**src/rtl/memload_arbiter.sv**
```systemverilog
`timescale 1ns/1ps
// memload_arbiter: shares one per-core memory write bus between NREQ loaders.
// Each loader sends a header (proc, mem, base, len) and then len data words;
// the winner keeps the bus for the whole burst, and bursts are granted
// round-robin.
// Optional build macro MEMLOAD_LOCK_EN adds a 'lock' input. While lock is
// high, no new header is granted. A burst that has already been granted
// still runs to completion.
module memload_arbiter #(
    parameter int NREQ      = 2,
    parameter int DATAWIDTH = 32,
    parameter int ADDRWIDTH = 16,
    parameter int LENWIDTH  = 16,
    parameter int NPROCSEL  = 3,
    parameter int MAXMEM    = 2
) (
    input  logic                          clk,
    input  logic                          resetn,
`ifdef MEMLOAD_LOCK_EN
    input  logic                          lock,
`endif
    input  logic [NREQ-1:0]               hdr_valid,
    output logic [NREQ-1:0]               hdr_ready,
    input  logic [NREQ*NPROCSEL-1:0]      hdr_proc,
    input  logic [NREQ*3-1:0]             hdr_mem,
    input  logic [NREQ*ADDRWIDTH-1:0]     hdr_base,
    input  logic [NREQ*LENWIDTH-1:0]      hdr_len,
    input  logic [NREQ-1:0]               dat_valid,
    output logic [NREQ-1:0]               dat_ready,
    input  logic [NREQ*DATAWIDTH-1:0]     dat_data,
    output logic [DATAWIDTH-1:0]          mem_write_data,
    output logic [ADDRWIDTH-1:0]          mem_write_addr,
    output logic [NPROCSEL-1:0]           proc_write_sel,
    output logic [2:0]                    mem_write_sel,
    output logic                          mem_write_en,
    output logic                          busy,
    output logic [$clog2(NREQ)-1:0]       grant_id,
    output logic                          burst_done,
    output logic                          err_sel,
    output logic                          err_wrap,
    input  logic                          err_clr
);
    localparam int IDW = $clog2(NREQ);

    typedef enum logic [1:0] {IDLE, HDR, BURST, DONE} state_t;

    state_t                 state_reg;
    logic [IDW-1:0]         ptr_reg;
    logic [IDW-1:0]         grant_reg;
    logic [NPROCSEL-1:0]    proc_reg;
    logic [2:0]             mem_reg;
    logic [ADDRWIDTH-1:0]   cur_reg;
    logic [LENWIDTH-1:0]    cnt_reg;
    logic                   bad_sel_reg;
    logic [DATAWIDTH-1:0]   wdata_reg;
    logic [ADDRWIDTH-1:0]   waddr_reg;
    logic [NPROCSEL-1:0]    wproc_reg;
    logic [2:0]             wmem_reg;
    logic                   wen_reg;
    logic                   busy_reg;
    logic                   done_reg;
    logic                   err_sel_reg;
    logic                   err_wrap_reg;

    logic                   lock_w;
    logic                   win_valid;
    logic [IDW-1:0]         win_id;
    logic                   grant_en;
    logic                   accept;

`ifdef MEMLOAD_LOCK_EN
    assign lock_w = lock;
`else
    assign lock_w = 1'b0;
`endif

    // Split the flat per-requester buses into arrays so the current winner
    // or grantee can simply index them.
    logic [NPROCSEL-1:0]  f_proc [NREQ];
    logic [2:0]           f_mem  [NREQ];
    logic [ADDRWIDTH-1:0] f_base [NREQ];
    logic [LENWIDTH-1:0]  f_len  [NREQ];
    logic [DATAWIDTH-1:0] f_data [NREQ];

    for (genvar gi = 0; gi < NREQ; gi++) begin : g_req
        assign f_proc[gi]    = hdr_proc[gi*NPROCSEL +: NPROCSEL];
        assign f_mem[gi]     = hdr_mem[gi*3 +: 3];
        assign f_base[gi]    = hdr_base[gi*ADDRWIDTH +: ADDRWIDTH];
        assign f_len[gi]     = hdr_len[gi*LENWIDTH +: LENWIDTH];
        assign f_data[gi]    = dat_data[gi*DATAWIDTH +: DATAWIDTH];
        assign hdr_ready[gi] = grant_en && (win_id == IDW'(gi));
        assign dat_ready[gi] = (state_reg == BURST) && (grant_reg == IDW'(gi));
    end

    // Round-robin search. It starts at the requester after the last grant.
    // The loop runs backwards so that the closest valid requester is the one
    // whose assignment survives.
    always_comb begin
        logic [IDW-1:0] idx;
        idx       = '0;
        win_valid = 1'b0;
        win_id    = '0;
        for (int k = NREQ - 1; k >= 0; k--) begin
            idx = IDW'((int'(ptr_reg) + k) % NREQ);
            if (hdr_valid[idx]) begin
                win_valid = 1'b1;
                win_id    = idx;
            end
        end
    end

    // hdr_ready is gated by resetn. This keeps it low while the design is
    // held in reset, even when a loader is already presenting a header.
    assign grant_en = resetn && !lock_w && (state_reg == IDLE) && win_valid;
    assign accept   = (state_reg == BURST) && dat_valid[grant_reg];

    // Burst sequencer. It also drives the registered write bus and the
    // sticky error flags.
    always_ff @(posedge clk or negedge resetn) begin
        if (!resetn) begin
            state_reg    <= IDLE;
            ptr_reg      <= '0;
            grant_reg    <= '0;
            proc_reg     <= '0;
            mem_reg      <= '0;
            cur_reg      <= '0;
            cnt_reg      <= '0;
            bad_sel_reg  <= 1'b0;
            wdata_reg    <= '0;
            waddr_reg    <= '0;
            wproc_reg    <= '0;
            wmem_reg     <= '0;
            wen_reg      <= 1'b0;
            busy_reg     <= 1'b0;
            done_reg     <= 1'b0;
            err_sel_reg  <= 1'b0;
            err_wrap_reg <= 1'b0;
        end else begin
            wen_reg  <= 1'b0;
            done_reg <= 1'b0;
            // The clear is written first, so a set later in this block wins.
            if (err_clr) begin
                err_sel_reg  <= 1'b0;
                err_wrap_reg <= 1'b0;
            end
            case (state_reg)
                IDLE: begin
                    if (grant_en) begin
                        proc_reg  <= f_proc[win_id];
                        mem_reg   <= f_mem[win_id];
                        cur_reg   <= f_base[win_id];
                        cnt_reg   <= f_len[win_id];
                        grant_reg <= win_id;
                        ptr_reg   <= IDW'((int'(win_id) + 1) % NREQ);
                        busy_reg  <= 1'b1;
                        state_reg <= HDR;
                    end
                end
                HDR: begin
                    if (mem_reg > 3'(MAXMEM)) begin
                        bad_sel_reg <= 1'b1;
                        err_sel_reg <= 1'b1;
                    end
                    if (cnt_reg == '0) begin
                        done_reg  <= 1'b1;
                        state_reg <= DONE;
                    end else begin
                        state_reg <= BURST;
                    end
                end
                BURST: begin
                    if (accept) begin
                        // With an illegal memory select, words are consumed
                        // but the write bus is left untouched.
                        if (!bad_sel_reg) begin
                            wen_reg   <= 1'b1;
                            wdata_reg <= f_data[grant_reg];
                            waddr_reg <= cur_reg;
                            wproc_reg <= proc_reg;
                            wmem_reg  <= mem_reg;
                        end
                        cur_reg <= cur_reg + 1'b1;
                        cnt_reg <= cnt_reg - 1'b1;
                        if ((&cur_reg) && (cnt_reg != LENWIDTH'(1)))
                            err_wrap_reg <= 1'b1;
                        if (cnt_reg == LENWIDTH'(1)) begin
                            done_reg  <= 1'b1;
                            state_reg <= DONE;
                        end
                    end
                end
                DONE: begin
                    busy_reg    <= 1'b0;
                    bad_sel_reg <= 1'b0;
                    state_reg   <= IDLE;
                end
                default: state_reg <= IDLE;
            endcase
        end
    end

    assign mem_write_data = wdata_reg;
    assign mem_write_addr = waddr_reg;
    assign proc_write_sel = wproc_reg;
    assign mem_write_sel  = wmem_reg;
    assign mem_write_en   = wen_reg;
    assign busy           = busy_reg;
    assign grant_id       = grant_reg;
    assign burst_done     = done_reg;
    assign err_sel        = err_sel_reg;
    assign err_wrap       = err_wrap_reg;

endmodule

```
**config.mk**
```make
export PLATFORM = sky130hd
export DESIGN_NAME = memload_arbiter
export DESIGN_NICKNAME = d
export VERILOG_FILES = /design/src/rtl/memload_arbiter.sv
export SDC_FILE = /design/constraint.sdc
export NUM_CORES = 1
export LEC_CHECK = 0
export ABC_AREA = 1
export CORE_MARGIN = 5
export CORE_UTILIZATION = 55
export CTS_BUF_LIST = sky130_fd_sc_hd__clkbuf_4 sky130_fd_sc_hd__clkbuf_8
export DETAILED_ROUTE_END_ITERATION = 10
export DONT_BUFFER_PORTS = 1
export MAX_ROUTING_LAYER = met4
export PLACE_DENSITY = 0.78
export SLEW_MARGIN = 30
export SYNTH_ARGS = -nofsm -noshare
export SYNTH_HDL_FRONTEND = slang
export SYNTH_SLANG_ARGS = --single-unit
```
**constraint.sdc**
```tcl
create_clock -name clk -period 1.6 [get_ports clk]
set_input_delay 0.08 -clock clk [delete_from_list [all_inputs] [get_ports clk]]
set_output_delay 0.08 -clock clk [all_outputs]
set_load 0.1 [all_outputs]
```
# After elaboration in Yosys (flattened, before gate mapping)
# Cells that the tools add are included.
totals:
  mem_bits_rw: 0
  reg_bits: 102
  word_cells: 115
  n_memories: 0
  latchBits: 0
  out_inout_bits: 64
  in_bits: 147
  mem_bits_ro: 0
classes:
  addsub: 4
  shift: 0
  n_mux: 54
  n_div: 0
  n_lt_le_gt_ge: 6
  mul: 0
  reduce_logical: 20
  bitwise_logic: 5
  eq_ne: 9
ops:
  columns: ["op", "n"]
  rows:
  - ["2-to-1 mux 16 bit", 10]
  - ["2-to-1 mux 32 bit", 3]
  - ["case mux 16 bit (2 select lines)", 2]
  - ["2-to-1 mux 1 bit", 26]
  - ["2-to-1 mux 3 bit", 6]
  - ["adder 16 x 1 -> 16 bit (second input constant)", 1]
  - ["equality test 16 x 1 -> 1 bit (second input constant)", 1]
  - ["zero test 16 bit", 1]
  - ["!= test 16 x 1 -> 1 bit (second input constant)", 1]
  - ["AND reduction 16 bit", 1]
  - ["subtractor 16 x 1 -> 16 bit (second input constant)", 1]
  - ["AND reduction 3 bit", 3]
  - ["logical AND 1 bit", 8]
  - ["case mux 2 bit (4 select lines)", 1]
  - ["< comparator 1 x 2 -> 1 bit (second input constant)", 3]
  - ["2-to-1 mux 2 bit", 3]
  - ["!= test 2 bit (second input constant)", 3]
  - ["case mux 1 bit (2 select lines)", 3]
  - ["AND reduction 2 bit", 3]
  - ["nonzero test 2 bit", 3]
  - ["equality test 2 bit (second input constant)", 2]
  - [">= comparator 2 bit (second input constant)", 2]
  - ["inverter 1 -> 2 bit", 2]
  - ["> comparator 3 x 2 -> 1 bit (second input constant)", 1]
  - ["other kinds (5)", 8]

# Longest topological paths before layout
depth:
  ltp_word: 11
  depth_mapped: 13
  ltp_nobuf: 11

# Worst setup path after synthesis
# Ideal clock, no wire load.
synth_path:
  path_type: "register to output"
  from: "register grant_reg (netlist: grant_id)"
  to: "output dat_ready[0]"
  t_arrival_ps: 2532
  path_buffers: 2
  path_slack_ps: -1012
  required_time_ps: 1520
  stages_incl_launch_ff: 4
  cell_sequence: "dfrtp_1 buf_4 clkbuf_1 nor2_1"
synth_between:
  elab_chain_len: 2
synth_lines:
  columns: ["element", "line_no", "text"]
  rows:
  - ["start: declaration", "49", "logic [IDW-1:0] grant_reg;"]
  - ["start signal: assignment", "153", "grant_reg <= win_id;"]
  - ["inverter 1 bit", "92", "assign dat_ready[gi] = (state_reg == BURST) && (grant_reg == IDW'(gi));"]
  - ["logical AND 1 bit", "92", null]
  - ["end: declaration", "29", "output logic [NREQ-1:0] dat_ready,"]
# No other way between the ends.

# Worst setup path in the final report
layout_path:
  from: "register state_reg[0]"
  to: "register wmem_reg[2] (netlist: mem_write_sel[2])"
layout_between:
  elab_chain_len: 3
layout_lines:
  columns: ["element", "line_no", "text"]
  rows:
  - ["start: declaration", "47", "state_t state_reg;"]
  - ["start signal: assignment", "121", "state_reg <= IDLE;"]
  - ["start signal: assignment", "156", "state_reg <= HDR;"]
  - ["start signal: assignment", "166", "state_reg <= DONE;"]
  - ["equality test 2 bit (*)", "115, 146", null]
  - ["logical AND 1 bit", "115", "assign accept = (state_reg == BURST) && dat_valid[grant_reg];"]
  - ["AND reduction 3 bit (no line) (*)", null, null]
  - ["end signal: assignment", "180", "wmem_reg <= mem_reg;"]
  - ["end: declaration", "58", "logic [2:0] wmem_reg;"]
# Mark *: on every way between the ends. The rest lies on a longest branch, timed or not.
# A chain may end at the register's enable or synchronous reset.

==> results.py <==
metrics = {
    "yosys": {
        "syn_nets": 920,
        "synth_cells": 765,
        "synthMuxAreaShare": 0.02335,
        "synth_adder_area_share": 0.01729,
        "yosys.area.top_type": "dfrtp_1",
        "syn_avg_cell_area_sq_um": 7.566,
        "yosysUniqueCellTypes": 32,
        "synth_compound_area_frac": 0.1556,
        "syn_area_sq_mm": 0.005788,
        "synthXorXnorAreaFrac": 0.009079,
        "ys_warn_count": 0,
        "synth-simple-area-share": 0.2823,
        "ys_seq_area_frac": 0.4410,
        "yosysTopAreaCellShare": 0.4410,
        "synth_seq_cells": 102,
        "synth.area.top_cells": "dfrtp_1 44%, nand2_1 11%, nor2_1 9.8%, o21ai_0 6.8%, o21a_1 5.4%",
        "synth_top_family_by_area": "simple AND/OR/NAND/NOR gates",
    },
    "sta": {
        "hold_viol_final": 103,
        "clock_skew_ns": 0.01283,
        "slew_headroom": 0.6607,
        "drv_slew": 0,
        "max_freq_mhz": 556.0,
        "final.setup.tns_ns": -12.57,
        "final.min_clock_period_ns": 1.798,
        "timing.final.ws_setup_ns": -0.1985,
        "fin_crit_sh": 1.124,
        "hold_slack_ns": -0.6161,
        "worst_pin_slew_ns": 0.5090,
        "rsz0062_at_grt": "true",
        "finalSetupViolations": 92,
    },
    "grt": {
        "gr-usage-met2": 0.4996,
        "grt_busiest_layer": "met2",
        "antenna_found_initial": 1,
        "grt_usage": 0.2925,
        "grt_overflow": 0,
        "first_global_vias": 6071,
        "grt_max_degree": 104,
        "grtUsageMet3": 0.04636,
        "grt_use_met1": 0.3382,
        "grt_pass1_wl_mm": 29.33,
    },
    "cells_and_area": {
        "layout-drive-gt1-share": 0.2579,
        "final_cell_mix": "153 x nand2_1, 140 x nor2_1, 100 x dfrtp_1",
        "n_fill_cell": 590,
        "layout_commonest_cell": "nand2_1",
        "multi_input_area_sq_mm": 0.003141,
        "nNetsFinal": 1096,
        "area_growth_pct": 44.70,
        "largest_reg_flops": 32,
        "final_cells": 1083,
        "regArea_sq_mm": 0.002557,
    },
    "cts": {
        "cts_made_buffers": 9,
        "clkTransAtPathRegs_ns": 0.11,
        "clock_sinks": 102,
        "cts_buffer_depth": 2,
        "cts-root-buf": "clkbuf_8",
        "clk_latency_ns": 0.38,
        "tritoncts": "done",
        "htree_levels": 3,
    },
    "worst_setup_path": {
        "crit_type": "reg -> reg",
        "critPathMaxFanout": 16,
        "crit_path_frequent_cell": "buf_12",
        "critPathRequiredTime_ns": 1.86,
        "crit_chain": "inv_2 -> ha_4 -> buf_6 -> buf_12 -> nand2_8 -> nor2_4 -> buf_12 -> mux2_2",
        "critical_path.max_stage_delay_ns": 0.40,
        "crit_path_end_kind": "flip-flop",
        "setup.worst_path.start_class": "flip-flop",
        "critPathArrivalTime_ns": 2.06,
        "cpMaxStageDelayCell": "dfrtp_1",
    },
    "outcome": {
        "outcome": "finished, violations left",
        "violations": "hold timing, setup timing",
    },
    "floorplan": {
        "ios": 211,
        "rows": 37,
        "core_area_sq_mm": 0.01028,
        "start_util": 0.5632,
        "die_area_sq_mm": 0.01268,
        "fp.dieW_um": 112.6,
        "die_h_um": 112.6,
    },
    "placement": {
        "io_buffers": 0,
        "place_inst": 961,
        "dpl.hpwl_mm": 11.90,
        "place_ws_ns": -0.1027,
        "place.gp.congestion": 0.9236,
    },
    "flow_run": {
        "drv_cap": 0,
    },
    "routing": {
        "drtAntennaViolNets": 0,
        "first_pass_iters": 6,
        "avgViaCountPerCell": 5.807,
        "routed_wl_mm": 20.87,
        "drt-initial-drc-count": 772,
        "drc": 0,
        "num_vias": 6289,
        "wire_per_inst_um": 19.27,
    },
    "worst_hold_path": {
        "min_path_type": "in -> async",
    },
}
synth_stat cells, drive strengths merged:
library cell,instances
nor2,157
o21bai,3
ha,8
xnor2,3
o211ai,3
mux2,12
buf,27
a21oi,21
nand3b,1
o22ai,4
o21a,42
clkbuf,10
o21ai,82
nand4,4
nand2,181
nand3,50
inv,51
dfrtp,102
xor2,3
and2,1
critical path, delay by kind of cell, from the launching register on:
family	cells	cell delay, ns
DFF	1	0.40
and+or+nand+nor	2	0.26
adders and majority gates	1	0.15
muxes	1	0.34
buffers and inverters	4	0.55
stage by stage:
step,area [sq um],util,hold WS (ns)
2_1_floorplan,5912,-,-0.2156
3_3_place_gp,6683,0.6502,-0.2111
3_5_place_dp,6683,0.6502,-0.2120
4_1_cts,7779,0.7569,-0.6183
5_1_grt,8376,0.8150,-0.6297
6_report,8376,0.8150,-0.6161
cell type report:
class,count,share of cell area
Clock buffer,10,0.01643
Sequential cell,102,0.3053
Inverter,51,0.02480
Antenna cell,1,0.0002988
Multi-Input combinational cell,575,0.3750
Clock inverter,6,0.008366
Timing Repair Buffer,202,0.2495
Tap cell,136,0.02032
final timing paths:
kind / startpoint / endpoint / slack [ns] / depth (start not counted)
worst max register to register: state_reg[0] / mem_write_sel[2] / -0.20 / 8
worst min-delay path: resetn / cnt_reg[4] / -0.62 / 0
max in group asynchronous: resetn / grant_id / 2.04 / 0
worst min register to register: mem_write_data[14] / mem_write_data[14] / 0.50 / 1
min in group clk: dat_data[25] / mem_write_data[25] / -0.01 / 3
worst max-delay path: state_reg[0] / mem_write_sel[2] / -0.20 / 8
metal layers:
| metal | routed length, um | vias to the layer above |
|---|---|---|
| met1 | 7820 | 2995 |
| met3 | 1577 | 69 |
| met2 | 10770 | 396 |
| met4 | 705 | 0 |
| li1 | - | 2829 |
| met5 | 0 | - |
cells by family after synthesis:
group | Yosys count
flip-flops | 102
buffers and inverters | 88
AO/OA/AOI/OAI | 155
adder cells (fa/ha/maj) | 8
XOR/XNOR | 6
AND/OR/NAND/NOR | 394
multiplexers | 12
repair_timing:
item                       4_1_cts  5_1_grt
hold buffers                    68        4
gates resized for setup         45       83
hold endpoints to repair       146      106
pin swaps                        3       10
cloned                           2        8
setup endpoints to repair       74       95
buffers inserted                10       15
Power is not shown: default switching activity piles up to over one toggle a cycle in this logic, so the estimate is an artifact.
